## config.mk

```make
export PLATFORM = sky130hd
export DESIGN_NAME = ram_bist_ctrl_flat
export DESIGN_NICKNAME = d
export VERILOG_FILES = /design/src/rtl/ram_bist_pkg.sv /design/src/rtl/ram_bist_ctrl_if.sv /design/src/rtl/ram_bist_addr_gen.sv /design/src/rtl/ram_bist_ctrl.sv /design/src/flat_wrapper.sv
export SDC_FILE = /design/constraint.sdc
export NUM_CORES = 1
export LEC_CHECK = 0
export ABC_AREA = 1
export ABC_CLOCK_PERIOD_IN_PS = 2300
export CORE_ASPECT_RATIO = 1.4
export CORE_UTILIZATION = 44
export DETAILED_ROUTE_END_ITERATION = 8
export HOLD_SLACK_MARGIN = 0.02
export PLACE_DENSITY_LB_ADDON = 0.1
export SYNTH_ARGS = -nofsm -noshare
export SYNTH_HDL_FRONTEND = slang
export SYNTH_HIERARCHICAL = 1
export SYNTH_SLANG_ARGS = --single-unit
```

## constraint.sdc

```tcl
create_clock -name clk -period 2.3 [get_ports clk]
set_clock_uncertainty 0.2 [all_clocks]
set_input_delay 0.345 -clock clk [delete_from_list [all_inputs] [get_ports clk]]
set_output_delay 0.345 -clock clk [all_outputs]
set_load 0.01 [all_outputs]
```

## src/rtl/ram_bist_pkg.sv

```systemverilog
`default_nettype none
// ============================================================================
// Module      : ram_bist_pkg
// Description : Shared state encoding, March element ids and pattern helpers.
// Revision    : 1.0
// ============================================================================
package ram_bist_pkg;

    localparam int MAX_WIDTH = 256;

    typedef enum logic [3:0] {
        ST_IDLE    = 4'd0,
        ST_W0      = 4'd1,
        ST_R0W1_RD = 4'd2,
        ST_R0W1_WR = 4'd3,
        ST_R1W0_RD = 4'd4,
        ST_R1W0_WR = 4'd5,
        ST_R0_RD   = 4'd6,
        ST_R0_CMP  = 4'd7,
        ST_DONE    = 4'd8
    } state_t;

    typedef enum logic [2:0] {
        EL_NONE = 3'd0,
        EL_W0   = 3'd1,
        EL_R0W1 = 3'd2,
        EL_R1W0 = 3'd3,
        EL_R0   = 3'd4
    } element_t;

    function automatic element_t element_of(input state_t s);
        element_t e;
        e = EL_NONE;
        case (s)
            ST_W0:                   e = EL_W0;
            ST_R0W1_RD, ST_R0W1_WR:  e = EL_R0W1;
            ST_R1W0_RD, ST_R1W0_WR:  e = EL_R1W0;
            ST_R0_RD, ST_R0_CMP:     e = EL_R0;
            default:                 e = EL_NONE;
        endcase
        return e;
    endfunction

    // Callers size-cast the result down to their own word width.
    function automatic logic [MAX_WIDTH-1:0] pattern(input logic ones, input int width);
        logic [MAX_WIDTH-1:0] p;
        p = '0;
        for (int i = 0; i < MAX_WIDTH; i++) begin
            if (i < width) begin
                p[i] = ones;
            end
        end
        return p;
    endfunction

    function automatic logic [MAX_WIDTH-1:0] p0_pattern(input int width);
        return pattern(1'b0, width);
    endfunction

    function automatic logic [MAX_WIDTH-1:0] p1_pattern(input int width);
        return pattern(1'b1, width);
    endfunction

endpackage
`default_nettype wire

```

## src/rtl/ram_bist_ctrl_if.sv

```systemverilog
`default_nettype none
// ============================================================================
// Module      : ram_bist_ctrl_if
// Description : Control handshake and RAM port of the BIST controller.
//               Error-log signals exist only with RAM_BIST_ERRLOG_EN.
// Revision    : 1.0
// ============================================================================
interface ram_bist_ctrl_if #(
    parameter int data_width = 8,
    parameter int data_addr  = 4
);
    logic                  start;
    logic                  busy;
    logic                  done;
    logic                  pass;
    logic                  ram_we;
    logic [data_addr-1:0]  ram_addr;
    logic [data_width-1:0] ram_data_in;
    logic [data_width-1:0] ram_data_out;
`ifdef RAM_BIST_ERRLOG_EN
    logic [data_addr-1:0]  fail_addr;
    logic [data_width-1:0] fail_data;

    modport master (
        input  start, ram_data_out,
        output busy, done, pass, ram_we, ram_addr, ram_data_in, fail_addr, fail_data
    );
    modport slave (
        output start, ram_data_out,
        input  busy, done, pass, ram_we, ram_addr, ram_data_in, fail_addr, fail_data
    );
`else
    modport master (
        input  start, ram_data_out,
        output busy, done, pass, ram_we, ram_addr, ram_data_in
    );
    modport slave (
        output start, ram_data_out,
        input  busy, done, pass, ram_we, ram_addr, ram_data_in
    );
`endif
endinterface
`default_nettype wire

```

## src/rtl/ram_bist_addr_gen.sv

```systemverilog
`default_nettype none
// ============================================================================
// Module      : ram_bist_addr_gen
// Description : Up/down address counter with load, enable and terminal flag.
// Revision    : 1.0
// ============================================================================
module ram_bist_addr_gen #(
    parameter int data_addr = 4
) (
    input  wire logic                 clk,
    input  wire logic                 rst,
    input  wire logic                 load,
    input  wire logic                 load_down,
    input  wire logic                 en,
    input  wire logic                 down,
    output logic [data_addr-1:0]      cnt,
    output logic                      last
);
    localparam logic [data_addr-1:0] C_TOP = '1;
    localparam logic [data_addr-1:0] C_ONE = data_addr'(1);

    always_ff @(posedge clk) begin
        if (rst) begin
            cnt <= '0;
        end else if (load) begin
            cnt <= load_down ? C_TOP : '0;
        end else if (en) begin
            cnt <= down ? (cnt - C_ONE) : (cnt + C_ONE);
        end
    end

    assign last = down ? (cnt == '0) : (cnt == C_TOP);

endmodule
`default_nettype wire

```

## src/rtl/ram_bist_ctrl.sv

```systemverilog
`default_nettype none
// ============================================================================
// Module      : ram_bist_ctrl
// Description : Four-element March BIST controller driving a single RAM port.
//               RAM_BIST_ERRLOG_EN adds first-miscompare address/data capture.
// Revision    : 1.0
// ============================================================================
module ram_bist_ctrl
    import ram_bist_pkg::*;
#(
    parameter int data_width = 8,
    parameter int data_addr  = 4
) (
    input  wire logic       clk,
    input  wire logic       rst,
    ram_bist_ctrl_if.master bus
);
    localparam logic [data_width-1:0] C_P0 = data_width'(p0_pattern(data_width));
    localparam logic [data_width-1:0] C_P1 = data_width'(p1_pattern(data_width));

    state_t                state;
    element_t              elem;
    logic                  we_q;
    logic [data_width-1:0] din_q;
    logic                  busy_q;
    logic                  done_q;
    logic                  pass_q;
    logic                  cmp_cycle;
    logic [data_width-1:0] expected;
    logic                  miscompare;
    logic                  cnt_load;
    logic                  cnt_load_down;
    logic                  cnt_en;
    logic                  cnt_down;
    logic [data_addr-1:0]  cnt;
    logic                  cnt_last;

    assign elem       = element_of(state);
    assign cnt_down   = (elem == EL_R1W0);
    assign expected   = (elem == EL_R1W0) ? C_P1 : C_P0;
    assign cmp_cycle  = (state == ST_R0W1_WR) || (state == ST_R1W0_WR) || (state == ST_R0_CMP);
    assign miscompare = cmp_cycle && (bus.ram_data_out != expected);

    // Any exit to DONE reloads 0 so the address bus idles at zero.
    always_comb begin
        cnt_load      = 1'b0;
        cnt_load_down = 1'b0;
        cnt_en        = 1'b0;
        case (state)
            ST_IDLE: begin
                cnt_load = bus.start;
            end
            ST_W0: begin
                if (cnt_last) cnt_load = 1'b1;
                else          cnt_en   = 1'b1;
            end
            ST_R0W1_WR: begin
                if (miscompare) begin
                    cnt_load = 1'b1;
                end else if (cnt_last) begin
                    cnt_load      = 1'b1;
                    cnt_load_down = 1'b1;
                end else begin
                    cnt_en = 1'b1;
                end
            end
            ST_R1W0_WR, ST_R0_CMP: begin
                if (miscompare || cnt_last) cnt_load = 1'b1;
                else                        cnt_en   = 1'b1;
            end
            default: begin
            end
        endcase
    end

    ram_bist_addr_gen #(
        .data_addr (data_addr)
    ) u_addr_gen (
        .clk       (clk),
        .rst       (rst),
        .load      (cnt_load),
        .load_down (cnt_load_down),
        .en        (cnt_en),
        .down      (cnt_down),
        .cnt       (cnt),
        .last      (cnt_last)
    );

`ifdef RAM_BIST_ERRLOG_EN
    logic [data_addr-1:0]  fail_addr_q;
    logic [data_width-1:0] fail_data_q;

    always_ff @(posedge clk) begin
        if (rst) begin
            fail_addr_q <= '0;
            fail_data_q <= '0;
        end else if (state == ST_IDLE && bus.start) begin
            fail_addr_q <= '0;
            fail_data_q <= '0;
        end else if (miscompare) begin
            fail_addr_q <= cnt;
            fail_data_q <= bus.ram_data_out;
        end
    end

    assign bus.fail_addr = fail_addr_q;
    assign bus.fail_data = fail_data_q;
`endif

    always_ff @(posedge clk) begin
        if (rst) begin
            state  <= ST_IDLE;
            we_q   <= 1'b0;
            din_q  <= '0;
            busy_q <= 1'b0;
            done_q <= 1'b0;
            pass_q <= 1'b0;
        end else begin
            done_q <= 1'b0;
            case (state)
                ST_IDLE: begin
                    if (bus.start) begin
                        state  <= ST_W0;
                        busy_q <= 1'b1;
                        pass_q <= 1'b0;
                        we_q   <= 1'b1;
                        din_q  <= C_P0;
                    end
                end
                ST_W0: begin
                    if (cnt_last) begin
                        state <= ST_R0W1_RD;
                        we_q  <= 1'b0;
                    end
                end
                ST_R0W1_RD: begin
                    state <= ST_R0W1_WR;
                    we_q  <= 1'b1;
                    din_q <= C_P1;
                end
                ST_R1W0_RD: begin
                    state <= ST_R1W0_WR;
                    we_q  <= 1'b1;
                    din_q <= C_P0;
                end
                ST_R0_RD: begin
                    state <= ST_R0_CMP;
                    we_q  <= 1'b0;
                end
                ST_R0W1_WR, ST_R1W0_WR, ST_R0_CMP: begin
                    we_q <= 1'b0;
                    if (miscompare) begin
                        state  <= ST_DONE;
                        busy_q <= 1'b0;
                        done_q <= 1'b1;
                        pass_q <= 1'b0;
                        din_q  <= '0;
                    end else if (state == ST_R0W1_WR) begin
                        state <= cnt_last ? ST_R1W0_RD : ST_R0W1_RD;
                    end else if (state == ST_R1W0_WR) begin
                        state <= cnt_last ? ST_R0_RD : ST_R1W0_RD;
                    end else if (cnt_last) begin
                        state  <= ST_DONE;
                        busy_q <= 1'b0;
                        done_q <= 1'b1;
                        pass_q <= 1'b1;
                    end else begin
                        state <= ST_R0_RD;
                    end
                end
                ST_DONE: begin
                    state <= ST_IDLE;
                end
                default: begin
                    state  <= ST_IDLE;
                    busy_q <= 1'b0;
                    we_q   <= 1'b0;
                end
            endcase
        end
    end

    // Only the miscompare path reaches ram_we combinationally: it vetoes the write.
    assign bus.ram_we      = we_q & ~miscompare;
    assign bus.ram_addr    = cnt;
    assign bus.ram_data_in = din_q;
    assign bus.busy        = busy_q;
    assign bus.done        = done_q;
    assign bus.pass        = pass_q;

endmodule
`default_nettype wire
```

## src/flat_wrapper.sv

```systemverilog
// flat-port wrapper written by rule: the top's interface ports become plain ports
module ram_bist_ctrl_flat import ram_bist_pkg::*;
#(
    parameter int data_width = 8,
    parameter int data_addr  = 4
)
  (clk, rst, bus_start, bus_ram_data_out, bus_busy, bus_done, bus_pass, bus_ram_we, bus_ram_addr, bus_ram_data_in);
  ram_bist_ctrl_if #(.data_width(data_width), .data_addr(data_addr)) bus_i ();
  input  wire logic clk;
  input  wire logic rst;
  input wire logic [$bits(bus_i.start)-1:0] bus_start;
  input wire logic [$bits(bus_i.ram_data_out)-1:0] bus_ram_data_out;
  output wire logic [$bits(bus_i.busy)-1:0] bus_busy;
  output wire logic [$bits(bus_i.done)-1:0] bus_done;
  output wire logic [$bits(bus_i.pass)-1:0] bus_pass;
  output wire logic [$bits(bus_i.ram_we)-1:0] bus_ram_we;
  output wire logic [$bits(bus_i.ram_addr)-1:0] bus_ram_addr;
  output wire logic [$bits(bus_i.ram_data_in)-1:0] bus_ram_data_in;
  assign bus_i.start = bus_start;
  assign bus_i.ram_data_out = bus_ram_data_out;
  assign bus_busy = bus_i.busy;
  assign bus_done = bus_i.done;
  assign bus_pass = bus_i.pass;
  assign bus_ram_we = bus_i.ram_we;
  assign bus_ram_addr = bus_i.ram_addr;
  assign bus_ram_data_in = bus_i.ram_data_in;
  ram_bist_ctrl #(.data_width(data_width), .data_addr(data_addr)) u_core (.clk(clk), .rst(rst), .bus(bus_i));
endmodule
```

==> run metrics <==
Setup CP Type reg -> out; most frequent cell after synthesis nand2_1; Worst Hold Path EP u_core/bus.pass; Post-Syn Instances approximately 160; # diodes 0; WHS 0.265 ns; area grow syn2layout 35.6%; clk root buf clkbuf_4; HP Start u_core/bus.pass; FF-to-FF End u_core/u_addr_gen/cnt[0]; row count 20; highest cell delay on the worst timing path about 0.33 ns; Synth top cells by count nand2_1, inv_1, nor2_1; crit path capture type primary output; worst hold path type reg -> reg; top cells by area, synth dfxtp_1, nand2_1, inv_1; IO Port Bufs 26; post-synthesis average cell area ~6.6 um2; largest net degree at the start of global routing 10; vias per inst around 5; area occupied by multi-input gates 638 um2; FF-to-FF path depth 15; Die Width 43.6 um; fin nets 217; total power draw between 1000 and 1500 uW; gp weighted congestion approximately 0.9; Clock transition at path regs ~0.09 ns; Leak Pwr 0.000660 uW; Die Y-Extent about 60 um; initial antenna violation count 0; gr usage total 0.215; CP Cell Sequence buf_4, nor2_4, nand3_4, nand2_4, nand3_4, inv_2, nor2_1, dlygate4sd2_1; net count after synthesis 177; clk_lat worst skew 0.29 ns; HPWL after DPL just over 2 mm; Post-Route WL between 2 and 2.5 mm; CP max FO 5; R2R Path Start u_core/state[3]; first-pass GRT wire length between 4 and 5 mm; Max IR drop VDD about 0.00054 V; failing checks DRC; most frequent CP cell nand3_4; Critical Path Source Type flop; power per cell area 953 nW/um2; Synth Register Bits 13; min Tclk post-route roughly 2.2 ns; critical path's top delay family simple AND/OR/NAND/NOR gates; max_cap viols 0; final setup violation count 0; cts bufs inserted 3; Hold Path Stages 2; synth warn 6; final instance area roughly 1400 um2; initial core utilization 0.479; post-synthesis sequential area ratio 0.244; # fillers roughly 220; DR vias 1112; outcome complete, but fails checks; initial drt markers 52; wire per inst between 10 and 15 um; WP data required around 1.8 ns; top cell type's share of synthesized area 0.244; reg2reg setup slack 0.15 ns; Slew @ Worst Pin ~0.38 ns; GRT Residual Overflow 0; Rel. slew slack 0.746; final hold vios 0; Primary FF master, synth dfxtp_1; first-pass detailed-route iteration total 6; Reg area about 260 um2; CTS Hold Bufs 0; Crit-path slowest cell dfxtp_1; DRC 2; clock buffer depth 2; DIE AREA 2630 um2; Core Box Area approximately 2200 um2; Arr. time, crit path 1.66 ns; post-synthesis async set-or-reset flop share 0; vias in the first global route between 1000 and 1500; WP buf/inv 3; CTS tree done; share of layout cells above drive strength 1 0.205; RSZ-0062 raised after global routing false; CTS H-Tree Depth 1; Slew Limit Fails 0; maximum operating frequency about 0.45 GHz; io pins 27; Synth cell types 28; clock sinks 13; Antenna Nets Post-Route 0; Post-synth EDFFs 0; Synth Cell Area 1070 um2; Area after DPL 1410 um2; post-synth top area cell dfxtp_1; Tcrit/Tclk final 0.957
registers in the layout (all words and copies together), names as in the netlist:
name	cells
u_core/bus.busy	1
u_core/we_q	1
u_core/bus.done	1
u_core/u_addr_gen/cnt	4
u_core/bus.pass	1
u_core/bus.ram_data_in	1
u_core/state	4
worst reg2reg max path: cells and delay by family, from the launching register on:
kind	cells	cell delay, ns
AO/OA/AOI/OAI	4	0.49
flip-flops	1	0.33
buffers and inverters	5	0.45
AND/OR/NAND/NOR	6	0.59
how the worst max path moves through the flow:
stage                             start                        to  slack, ns  cells after the start
finish                  u_core/state[3]                bus_ram_we        0.1                      8
global route            u_core/state[3]  u_core/u_addr_gen/cnt[0]      0.008                     15
CTS                     u_core/state[2]                bus_ram_we       0.06                      8
detailed placement  bus_ram_data_out[4]                bus_ram_we      -0.15                      9
global placement    bus_ram_data_out[1]                bus_ram_we      -0.12                      8
floorplan               u_core/state[3]  u_core/u_addr_gen/cnt[2]       0.01                     13
per-layer routing:
metal,part of all wire,vias up,track usage
met5,0,-,0
met4,0.029,0,0.125
met3,0.035,7,0.0272
met2,0.54,26,0.394
met1,0.40,491,0.230
li1,-,588,-
what timing repair did:
item / CTS / global route
buffers inserted: 0 / 2
endpoints found under the setup margin: 1 / 4
pin swaps: 0 / 3
gates cloned: 0 / 0
resized for setup: 1 / 2
power by group:
group	switching, uW	internal, uW	leakage (uW)
Combinational	467	398	0.000539
Clock	85.3	67.6	0.0000150
Sequential	73.2	289	0.000106
Total	625	755	0.000660
logic make-up after synthesis:
family | count (synthesis) | synth area share
simple gates | 77 | 0.374
buf+inv | 38 | 0.158
compound gates | 27 | 0.150
flops | 13 | 0.244
fa+ha+maj | 5 | 0.0657
xor+xnor | 1 | 0.00821
through the flow:
| stage | setup slack (ns) | instances | setup TNS (ns) | utilization |
|---|---|---|---|---|
| floorplan | 0.0145 | 161 | 0 | - |
| global placement | -0.124 | 216 | -0.124 | 0.632 |
| detailed placement | -0.145 | 216 | -0.182 | 0.632 |
| CTS | 0.0585 | 220 | 0 | 0.643 |
| global route | 0.00799 | 222 | 0 | 0.650 |
| finish | 0.0989 | 222 | 0 | 0.650 |
placed cells by master (no fill, tap or decap), drive strengths merged:
cell	instances
a21oi	10
a311oi	1
a31oi	1
buf	16
clkbuf	4
clkdlybuf4s50	25
dfxtp	13
dlygate4sd2	1
fa	1
ha	4
inv	31
nand2	33
nand3	16
nand4	2
nor2	23
nor3	2
o211ai	2
o21a	1
o21ai	11
o22ai	1
or2	1
xnor2	1
final cells by class:
| cell class | instances | area share |
|---|---|---|
| well taps | 22 | 0.0190 |
| inverters | 31 | 0.0804 |
| clock buffers | 4 | 0.0182 |
| repair buffers | 42 | 0.262 |
| multi-input cells | 110 | 0.441 |
| flip-flops and latches | 13 | 0.180 |
Note: power is estimated with default switching activity, not from simulation.
